`src/rtl/turf_tally.sv`:
```
// -----------------------------------------------------------------------------
// turf_tally
//
// End-of-round territory counter. Once started, it walks the playfield RAM
// one address per cycle (y inner loop, x outer loop), counts the cells owned
// by each of the four players and then picks the largest count. The block only
// reads the RAM and has no write enable. The address is presented only while
// scanning. Outside a scan it holds its last value.
//
// Ports
//   CLOCK_50     in   system clock, rising edge
//   resetn       in   asynchronous active-low reset
//   start        in   one-cycle scan request, honoured only when idle
//   ram_address  out  {x[7:0], y[6:0]} read address
//   ram_q        in   read data, valid RD_LATENCY cycles after ram_address
//   busy         out  high from the accepting edge through the done cycle
//   done         out  one-cycle pulse, counts and winner are valid
//   p1..p4_count out  cells coloured 001 / 010 / 100 / 110
//   winner       out  index of the largest count (0 = p1 .. 3 = p4)
//   tie          out  largest count is shared by two or more players
// -----------------------------------------------------------------------------
module turf_tally #(
  parameter int unsigned X_LAST     = 159,
  parameter int unsigned Y_LAST     = 119,
  parameter int unsigned RD_LATENCY = 1,
  parameter int unsigned COUNT_W    = 15
) (
  input  logic               CLOCK_50,
  input  logic               resetn,
  input  logic               start,
  output logic [14:0]        ram_address,
  input  logic [2:0]         ram_q,
  output logic               busy,
  output logic               done,
  output logic [COUNT_W-1:0] p1_count,
  output logic [COUNT_W-1:0] p2_count,
  output logic [COUNT_W-1:0] p3_count,
  output logic [COUNT_W-1:0] p4_count,
  output logic [1:0]         winner,
  output logic               tie
);

  // ---------------------------------------------------------------------------
  // Constants
  // ---------------------------------------------------------------------------
  localparam logic [2:0] StIdle    = 3'd0;
  localparam logic [2:0] StScan    = 3'd1;
  localparam logic [2:0] StDrain   = 3'd2;
  localparam logic [2:0] StCompare = 3'd3;
  localparam logic [2:0] StDone    = 3'd4;

  localparam logic [7:0]         XLast     = 8'(X_LAST);
  localparam logic [6:0]         YLast     = 7'(Y_LAST);
  // Drain waits for the in-flight reads plus the cycle in which the last
  // sample is added, so the compare stage always sees final counts.
  localparam logic [1:0]         DrainLast = 2'(RD_LATENCY);
  localparam logic [COUNT_W-1:0] CountMax  = '1;

  // ---------------------------------------------------------------------------
  // State
  // ---------------------------------------------------------------------------
  logic [2:0]          state_q, state_d;
  logic [7:0]          x_q, x_d;
  logic [6:0]          y_q, y_d;
  logic [1:0]          drain_q, drain_d;
  logic [1:0]          cmp_q, cmp_d;
  logic [COUNT_W-1:0]  max_q, max_d;
  logic [1:0]          win_q, win_d;
  logic                tie_q, tie_d;

  // vld_q[0] marks the address currently on ram_address. vld_q[RD_LATENCY]
  // marks the cycle in which ram_q carries that address's data.
  logic [RD_LATENCY:0] vld_q, vld_d;
  logic                issue;

  logic [COUNT_W-1:0]  cnt_q [4];
  logic [COUNT_W-1:0]  cnt_d [4];
  logic                clr_cnt;
  logic [3:0]          hit;

  // ---------------------------------------------------------------------------
  // Control FSM: scan addressing, drain, running-max compare
  // ---------------------------------------------------------------------------
  always_comb begin
    state_d = state_q;
    x_d     = x_q;
    y_d     = y_q;
    drain_d = drain_q;
    cmp_d   = cmp_q;
    max_d   = max_q;
    win_d   = win_q;
    tie_d   = tie_q;
    issue   = 1'b0;
    clr_cnt = 1'b0;

    case (state_q)
      StIdle: begin
        if (start) begin
          // The first address goes out on the accepting edge itself.
          state_d = StScan;
          x_d     = 8'd0;
          y_d     = 7'd0;
          issue   = 1'b1;
          clr_cnt = 1'b1;
        end
      end

      StScan: begin
        if ((x_q == XLast) && (y_q == YLast)) begin
          state_d = StDrain;
          drain_d = 2'd0;
        end else begin
          issue = 1'b1;
          if (y_q == YLast) begin
            y_d = 7'd0;
            x_d = x_q + 8'd1;
          end else begin
            y_d = y_q + 7'd1;
          end
        end
      end

      StDrain: begin
        if (drain_q == DrainLast) begin
          // Seed the running maximum with player 1 on entry to compare.
          state_d = StCompare;
          max_d   = cnt_q[0];
          win_d   = 2'd0;
          tie_d   = 1'b0;
          cmp_d   = 2'd1;
        end else begin
          drain_d = drain_q + 2'd1;
        end
      end

      StCompare: begin
        // Strictly greater takes over; equal keeps the lower index but flags
        // the tie.
        if (cnt_q[cmp_q] > max_q) begin
          max_d = cnt_q[cmp_q];
          win_d = cmp_q;
          tie_d = 1'b0;
        end else if (cnt_q[cmp_q] == max_q) begin
          tie_d = 1'b1;
        end
        if (cmp_q == 2'd3) begin
          state_d = StDone;
        end else begin
          cmp_d = cmp_q + 2'd1;
        end
      end

      StDone: begin
        state_d = StIdle;
      end

      default: begin
        state_d = StIdle;
      end
    endcase
  end

  // ---------------------------------------------------------------------------
  // Read pipeline and colour decode
  // ---------------------------------------------------------------------------
  always_comb begin
    vld_d = {vld_q[RD_LATENCY-1:0], issue};
  end

  always_comb begin
    hit = 4'b0000;
    if (vld_q[RD_LATENCY]) begin
      case (ram_q)
        3'b001:  hit[0] = 1'b1;
        3'b010:  hit[1] = 1'b1;
        3'b100:  hit[2] = 1'b1;
        3'b110:  hit[3] = 1'b1;
        // 000 is empty, 111 is the timer bar, the rest are not player colours.
        default: hit = 4'b0000;
      endcase
    end
  end

  // Counters saturate at all-ones instead of wrapping.
  always_comb begin
    for (int i = 0; i < 4; i++) begin
      cnt_d[i] = cnt_q[i];
      if (clr_cnt) begin
        cnt_d[i] = '0;
      end else if (hit[i] && (cnt_q[i] != CountMax)) begin
        cnt_d[i] = cnt_q[i] + 1'b1;
      end
    end
  end

  // ---------------------------------------------------------------------------
  // Registers
  // ---------------------------------------------------------------------------
  always_ff @(posedge CLOCK_50 or negedge resetn) begin
    if (!resetn) begin
      state_q <= StIdle;
      x_q     <= 8'd0;
      y_q     <= 7'd0;
      drain_q <= 2'd0;
      cmp_q   <= 2'd0;
      max_q   <= '0;
      win_q   <= 2'd0;
      tie_q   <= 1'b0;
      vld_q   <= '0;
      for (int i = 0; i < 4; i++) begin
        cnt_q[i] <= '0;
      end
    end else begin
      state_q <= state_d;
      x_q     <= x_d;
      y_q     <= y_d;
      drain_q <= drain_d;
      cmp_q   <= cmp_d;
      max_q   <= max_d;
      win_q   <= win_d;
      tie_q   <= tie_d;
      vld_q   <= vld_d;
      for (int i = 0; i < 4; i++) begin
        cnt_q[i] <= cnt_d[i];
      end
    end
  end

  // ---------------------------------------------------------------------------
  // Outputs
  // ---------------------------------------------------------------------------
  assign ram_address = {x_q, y_q};
  assign busy        = (state_q != StIdle);
  assign done        = (state_q == StDone);
  assign p1_count    = cnt_q[0];
  assign p2_count    = cnt_q[1];
  assign p3_count    = cnt_q[2];
  assign p4_count    = cnt_q[3];
  assign winner      = win_q;
  assign tie         = tie_q;

endmodule

```
`config.mk`:
```
export PLATFORM = sky130hd
export DESIGN_NAME = turf_tally
export DESIGN_NICKNAME = d
export VERILOG_FILES = /design/src/rtl/turf_tally.sv
export SDC_FILE = /design/constraint.sdc
export NUM_CORES = 1
export LEC_CHECK = 0
export CAP_MARGIN = 20
export CORE_MARGIN = 2
export CORE_UTILIZATION = 25
export CTS_BUF_LIST = sky130_fd_sc_hd__clkbuf_4 sky130_fd_sc_hd__clkbuf_8 sky130_fd_sc_hd__clkbuf_16
export CTS_CLUSTER_DIAMETER = 40
export DETAILED_ROUTE_END_ITERATION = 16
export SLEW_MARGIN = 20
export SYNTH_ARGS = -nofsm -noshare
export SYNTH_HDL_FRONTEND = slang
export SYNTH_SLANG_ARGS = --single-unit
```
`constraint.sdc`:
```
create_clock -name CLOCK_50 -period 4.8 [get_ports CLOCK_50]
set_clock_uncertainty 0.2 [all_clocks]
set_input_delay 1.44 -clock CLOCK_50 [delete_from_list [all_inputs] [get_ports CLOCK_50]]
set_output_delay 1.44 -clock CLOCK_50 [all_outputs]
set_load 0.02 [all_outputs]
```
Yosys cells after proc, flatten, opt, wreduce, memory -nomap -nowiden
Cells that the tools add are included.
{"block": "classes", "eq_ne": 27, "reduce_logical": 21, "addsub": 8, "n_lt_le_gt_ge": 2, "n_mux": 49, "n_bitwise": 1}
{"operator": "$mux W15", "n": 12}
{"operator": "$add A15 B1 Y15 const B", "n": 4}
{"operator": "$ne A15 B15 Y1 const B", "n": 4}
{"operator": "$bmux W15 S2", "n": 1}
{"operator": "$pmux W15 S2", "n": 1}
{"operator": "$mux W8", "n": 3}
{"operator": "$mux W7", "n": 3}
{"operator": "$ne A2 B2 Y1 const B", "n": 9}
{"operator": "$pmux W8 S2", "n": 1}
{"operator": "$eq A15 B15 Y1", "n": 1}
{"operator": "$gt A15 B15 Y1", "n": 1}
{"operator": "$reduce_and A3 Y1", "n": 5}
{"operator": "$pmux W7 S2", "n": 1}
{"operator": "$reduce_bool A2 Y1", "n": 7}
{"operator": "$mux W2", "n": 6}
{"operator": "$mux W3", "n": 4}
{"operator": "$pmux W2 S2", "n": 3}
{"operator": "$pmux W3 S4", "n": 1}
{"operator": "$mux W1", "n": 10}
{"operator": "$eq A3 B2 Y1 const B", "n": 3}
{"operator": "$eq A3 B3 Y1 const B", "n": 3}
{"operator": "$add A8 B1 Y8 const B", "n": 1}
{"operator": "$eq A8 B8 Y1 const B", "n": 1}
{"operator": "$reduce_and A4 Y1", "n": 2}
{"operator": "14 further kinds", "n": 21}
{"block": "word_totals", "in_bits": 6, "reg_bits": 102, "elab_cells": 121}

Depth between registers and ports, before layout
{"block": "logic_depth", "ltp_word": 8, "depth_mapped": 14, "depth_no_buf": 10}

Least setup slack after synthesis
No wires, ideal clock.
{"block": "synth_timing", "kind": "register to register", "from": "register cmp_q[1]", "to": "register win_q[1], in the netlist winner[1]", "setup_slack_ns": 1.285, "stages_incl_launch_ff": 14, "synth_period_minus_slack_ns": 3.515, "arrival_ns": 3.188, "n_path_buf": 5, "required_time_ns": 4.472, "path_cell_list": "dfrtp_1 -> buf_2 -> buf_2 -> buf_2 -> buf_2 -> mux2i_1 -> o21ai_0 -> ha_1 -> a211o_1 -> o211ai_1 -> o2111ai_1 -> o21ai_2 -> buf_4 -> mux2_1"}
{"block": "synth_via", "elab_chain_cells": 7, "word_cells_on_any_way": 9}
{"item": "from (decl)", "line_no": "66", "text": "logic [1:0] cmp_q, cmp_d;"}
{"item": "from (signal assigned)", "line_no": "218", "text": "cmp_q <= cmp_d;"}
{"item": "$not A2 Y3 (not written as such)", "line_no": "139", "text": "if (cnt_q[cmp_q] > max_q) begin"}
{"item": "$bmux W15 S2", "line_no": "139"}
{"item": "$mux W15 (not written as such) (2 in series)", "line_no": "139"}
{"item": "$gt A15 B15 Y1", "line_no": "139"}
{"item": "$ne A2 B2 Y1 (no source line)"}
{"item": "$reduce_and A3 Y1 (no source line)"}
{"item": "to (signal assigned)", "line_no": "220", "text": "win_q <= win_d;"}
{"item": "to (decl)", "line_no": "68", "text": "logic [1:0] win_q, win_d;"}
Several ways; a longest one is shown, not always the timed one. The select of a mux whose other input is x is not followed.
A chain may end at the register's enable or synchronous reset.

Worst setup path after layout
{"block": "layout_timing", "from": "register cmp_q[1]", "to": "register max_q[7]"}
{"block": "layout_via", "elab_chain_cells": 7, "word_cells_on_any_way": 9}
{"item": "$not A2 Y3 (not written as such) (*)", "line_no": "139, 140"}
{"item": "$bmux W15 S2 (*)", "line_no": "139, 140"}
{"item": "$mux W15 (not written as such) (*) (2 in series)", "line_no": "139, 140"}
{"item": "$gt A15 B15 Y1", "line_no": "139"}
{"item": "$ne A2 B2 Y1 (no source line)"}
{"item": "$reduce_and A3 Y1 (no source line)"}
{"item": "to (signal assigned)", "line_no": "219", "text": "max_q <= max_d;"}
{"item": "to (decl)", "line_no": "67", "text": "logic [COUNT_W-1:0] max_q, max_d;"}
Mark *: on every way between the ends. The rest lies on a longest branch, timed or not. The select of a mux whose other input is x is not followed.

==> qor.csv <==
metric,value,unit
outcome,completed,
Leakage Power,3.22,nW
hold-critical path depth,0,
number of violations of the max-capacitance limit,0,
post-synthesis cell area,6430,µm²
Hold Crit Class,reg -> reg,
Initial Util,25.5,%
remaining design rule violation count,0,
count of final hold-check violations,0,
placeable core area,25300,µm²
remaining antenna violation count after routing,0,
largest fanout of any net on the critical path,19,
setup repair after global routing missed its margin,false,
total congestion overflow,0,
register-to-register path setup slack,0.95,ns
endpoint type of the worst setup path,flip-flop,
count of state elements after synthesis,102,
post-route cell area,7920,µm²
net total in the final layout,808,
number of buffers inserted by port buffering,85,
Clock Pin Slew Worst Setup and Hold Paths,0.07,ns
register area share after synthesis,39.7,%
pre-CTS setup slack,0.992,ns
height of the die,164,µm
met2 track demand over resource,22.0,%
Resize count post-CTS,0,
cell count after synthesis,711,
number of enable-type register cells in the synthesized netlist,0,
part of the cycle the worst path needs,80.3,%
synthesis-to-layout area growth,23.1,%
post-route core utilization,31.3,%
Post-CTS Hold Fix Bufs,0,
Slew Limit Fails,0,
largest net degree at the start of global routing,60,
origin of the critical flop-to-flop path,cmp_q[1],
First DRT Iteration DRCs,443,
type of the setup path with the least slack,reg -> reg,
Area contributors post-synth,"sky130_fd_sc_hd__dfrtp_1 (40%), sky130_fd_sc_hd__nand3_1 (5.7%), sky130_fd_sc_hd__ha_1 (4.5%)",
wire length of the first global-routing pass,30700,µm
relative max-transition margin,38.0,%
Synth top area share,39.7,%
number of distinct library cell variants in the gate-level netlist after synthesis,65,
worst hold-check slack,0.181,ns
buffer count from post-CTS setup fixing,0,
number of I/O pins,86,
synth warn,0,
Hold Startpoint,vld_q[0],
Worst IR Drop VDD,0.255,mV
width of the die,164,µm
Total Power,3.13,mW
synthesized area per cell,9.05,µm²
number of cell instances on the worst register-to-register path,10,
DRT Pass-1 Iters,5,
GR Util met3,3.84,%
final count of negative-setup-slack endpoints,0,
placed cell count,1098,
sort of element at the start of the critical path,flip-flop,
buffer cell driving the clock tree root,sky130_fd_sc_hd__clkbuf_16,
clock buffers created by TritonCTS,9,
Routed Wire Length,19000,µm
post-route minimum period,3.85,ns
share of final-layout standard cells stronger than drive strength 1,7.53,%
number of rows created at floorplan,58,
hold-critical path endpoint,vld_q[1],
final setup slack of the worst path,0.948,ns
routed via count divided by cell count,5.10,
diode insertion count for antenna repair,0,
CTS tree,done,
Synth async-reset ratio,100,%
power per standard cell area,396,nW/µm²
Commonest cells post-synth,"sky130_fd_sc_hd__dfrtp_1 (102), sky130_fd_sc_hd__nand3_1 (73), sky130_fd_sc_hd__nor2_1 (69)",
"number of standard cells in the layout, taps in and fillers out",1114,
slew at the pin closest to its max-slew limit,0.930,ns
Critical Path AT,3.89,ns
clk buf depth,2,
worst path required time,4.84,ns
vias in the first global route,5436,
number of nets in the synthesized netlist,740,
routed length per placed instance,17.0,µm
clock sink count,102,
met1 routing resource usage after global routing,20.3,%
Main synth FF type,sky130_fd_sc_hd__dfrtp_1,
number of levels in the clock H-tree,3,
All-Layer GR Usage,14.6,%
routability congestion estimate,0.888,
Top Usage Layer GRT,met2,
Critical R2R Capture,max_q[7],
number of antenna violations at the first check in global routing,0,
detailed-placement wirelength estimate,13800,µm
final total negative setup slack,0,ns
leading area contributor after synthesis,sky130_fd_sc_hd__dfrtp_1,
cell area reported after detailed placement,7610,µm²
die area,27000,µm²
total number of vias,5679,
achievable clock frequency,260,MHz
leading cell type by number of instances after synthesis,sky130_fd_sc_hd__dfrtp_1,
"Clk Latency, worst-skew pair",0.36,ns
routing by layer:
layer / wire (µm) / vias up
met3: 1320 / 24
li1: - / 2726
met5: 0 / -
met1: 8940 / 2731
met2: 8300 / 198
met4: 399 / 0
layout make-up:
cell class | count | area [µm²]
Clock buffer | 10 | 233
Clock inverter | 6 | 73.8
Fill cell | 2653 | 17300
Inverter | 25 | 93.8
Multi-Input combinational cell | 544 | 3610
Sequential cell | 102 | 2550
Tap cell | 330 | 413
Timing Repair Buffer | 97 | 938
worst max-delay path, cell delays in order (launching register included):
cell and delay, ns:
sky130_fd_sc_hd__dfrtp_1 0.75, sky130_fd_sc_hd__buf_4 0.43, sky130_fd_sc_hd__mux2i_1 0.23, sky130_fd_sc_hd__o21ai_0 0.10
sky130_fd_sc_hd__ha_1 0.34, sky130_fd_sc_hd__a211o_1 0.29, sky130_fd_sc_hd__o211ai_1 0.09, sky130_fd_sc_hd__o2111ai_1 0.21
sky130_fd_sc_hd__o21ai_2 0.47, sky130_fd_sc_hd__buf_4 0.28, sky130_fd_sc_hd__mux2_1 0.33
cell usage in the layout (no fill, tap or decap), drive strengths merged, types with 13 or more instances in the layout:
master / instances
o21ai: 39
xnor2: 32
nor2: 69
mux2i: 18
a21oi: 31
inv: 29
nand4: 15
and3: 17
buf: 13
mux2: 30
nor3: 17
nand2: 54
clkdlybuf4s50: 84
dfrtp: 102
nand3: 73
a22oi: 16
ha: 23
sequential cells by signal (all words and copies together) (netlist names):
register / cells
cmp_q: 2
drain_q: 2
max_q: 15
p1_count: 15
p2_count: 15
p3_count: 15
p4_count: 15
state_q: 3
tie: 1
vld_q: 2
winner: 2
x_q: 8
y_q: 7
how the worst max path moves through the flow:
| stage | to | depth (start not counted) | startpoint | slack [ns] |
|---|---|---|---|---|
| 6_report | max_q[7] | 10 | cmp_q[1] | 0.95 |
| 5_1_grt | max_q[8] | 10 | cmp_q[1] | 0.71 |
| 2_1_floorplan | winner[1] | 13 | cmp_q[1] | 1.28 |
| 3_5_place_dp | max_q[10] | 10 | cmp_q[1] | 0.99 |
| 3_3_place_gp | p3_count[11] | 5 | start | 1.05 |
| 4_1_cts | max_q[10] | 10 | cmp_q[1] | 0.99 |
cell families after synthesis:
kind of cell	after synthesis	share of synthesized area (%)
adder cells (fa/ha/maj)	23	4.47
buffers and inverters	65	4.16
flip-flops	102	39.7
AND/OR/NAND/NOR	299	24.3
multiplexers	49	8.40
XOR/XNOR	42	5.72
AO/OA/AOI/OAI	131	13.2
where the power goes:
group          switching (mW)  internal, mW
Combinational           0.704         0.472
Sequential              0.225         0.960
Clock                   0.351         0.419
Total                    1.28          1.85
Note: power is estimated with default switching activity, not from simulation.
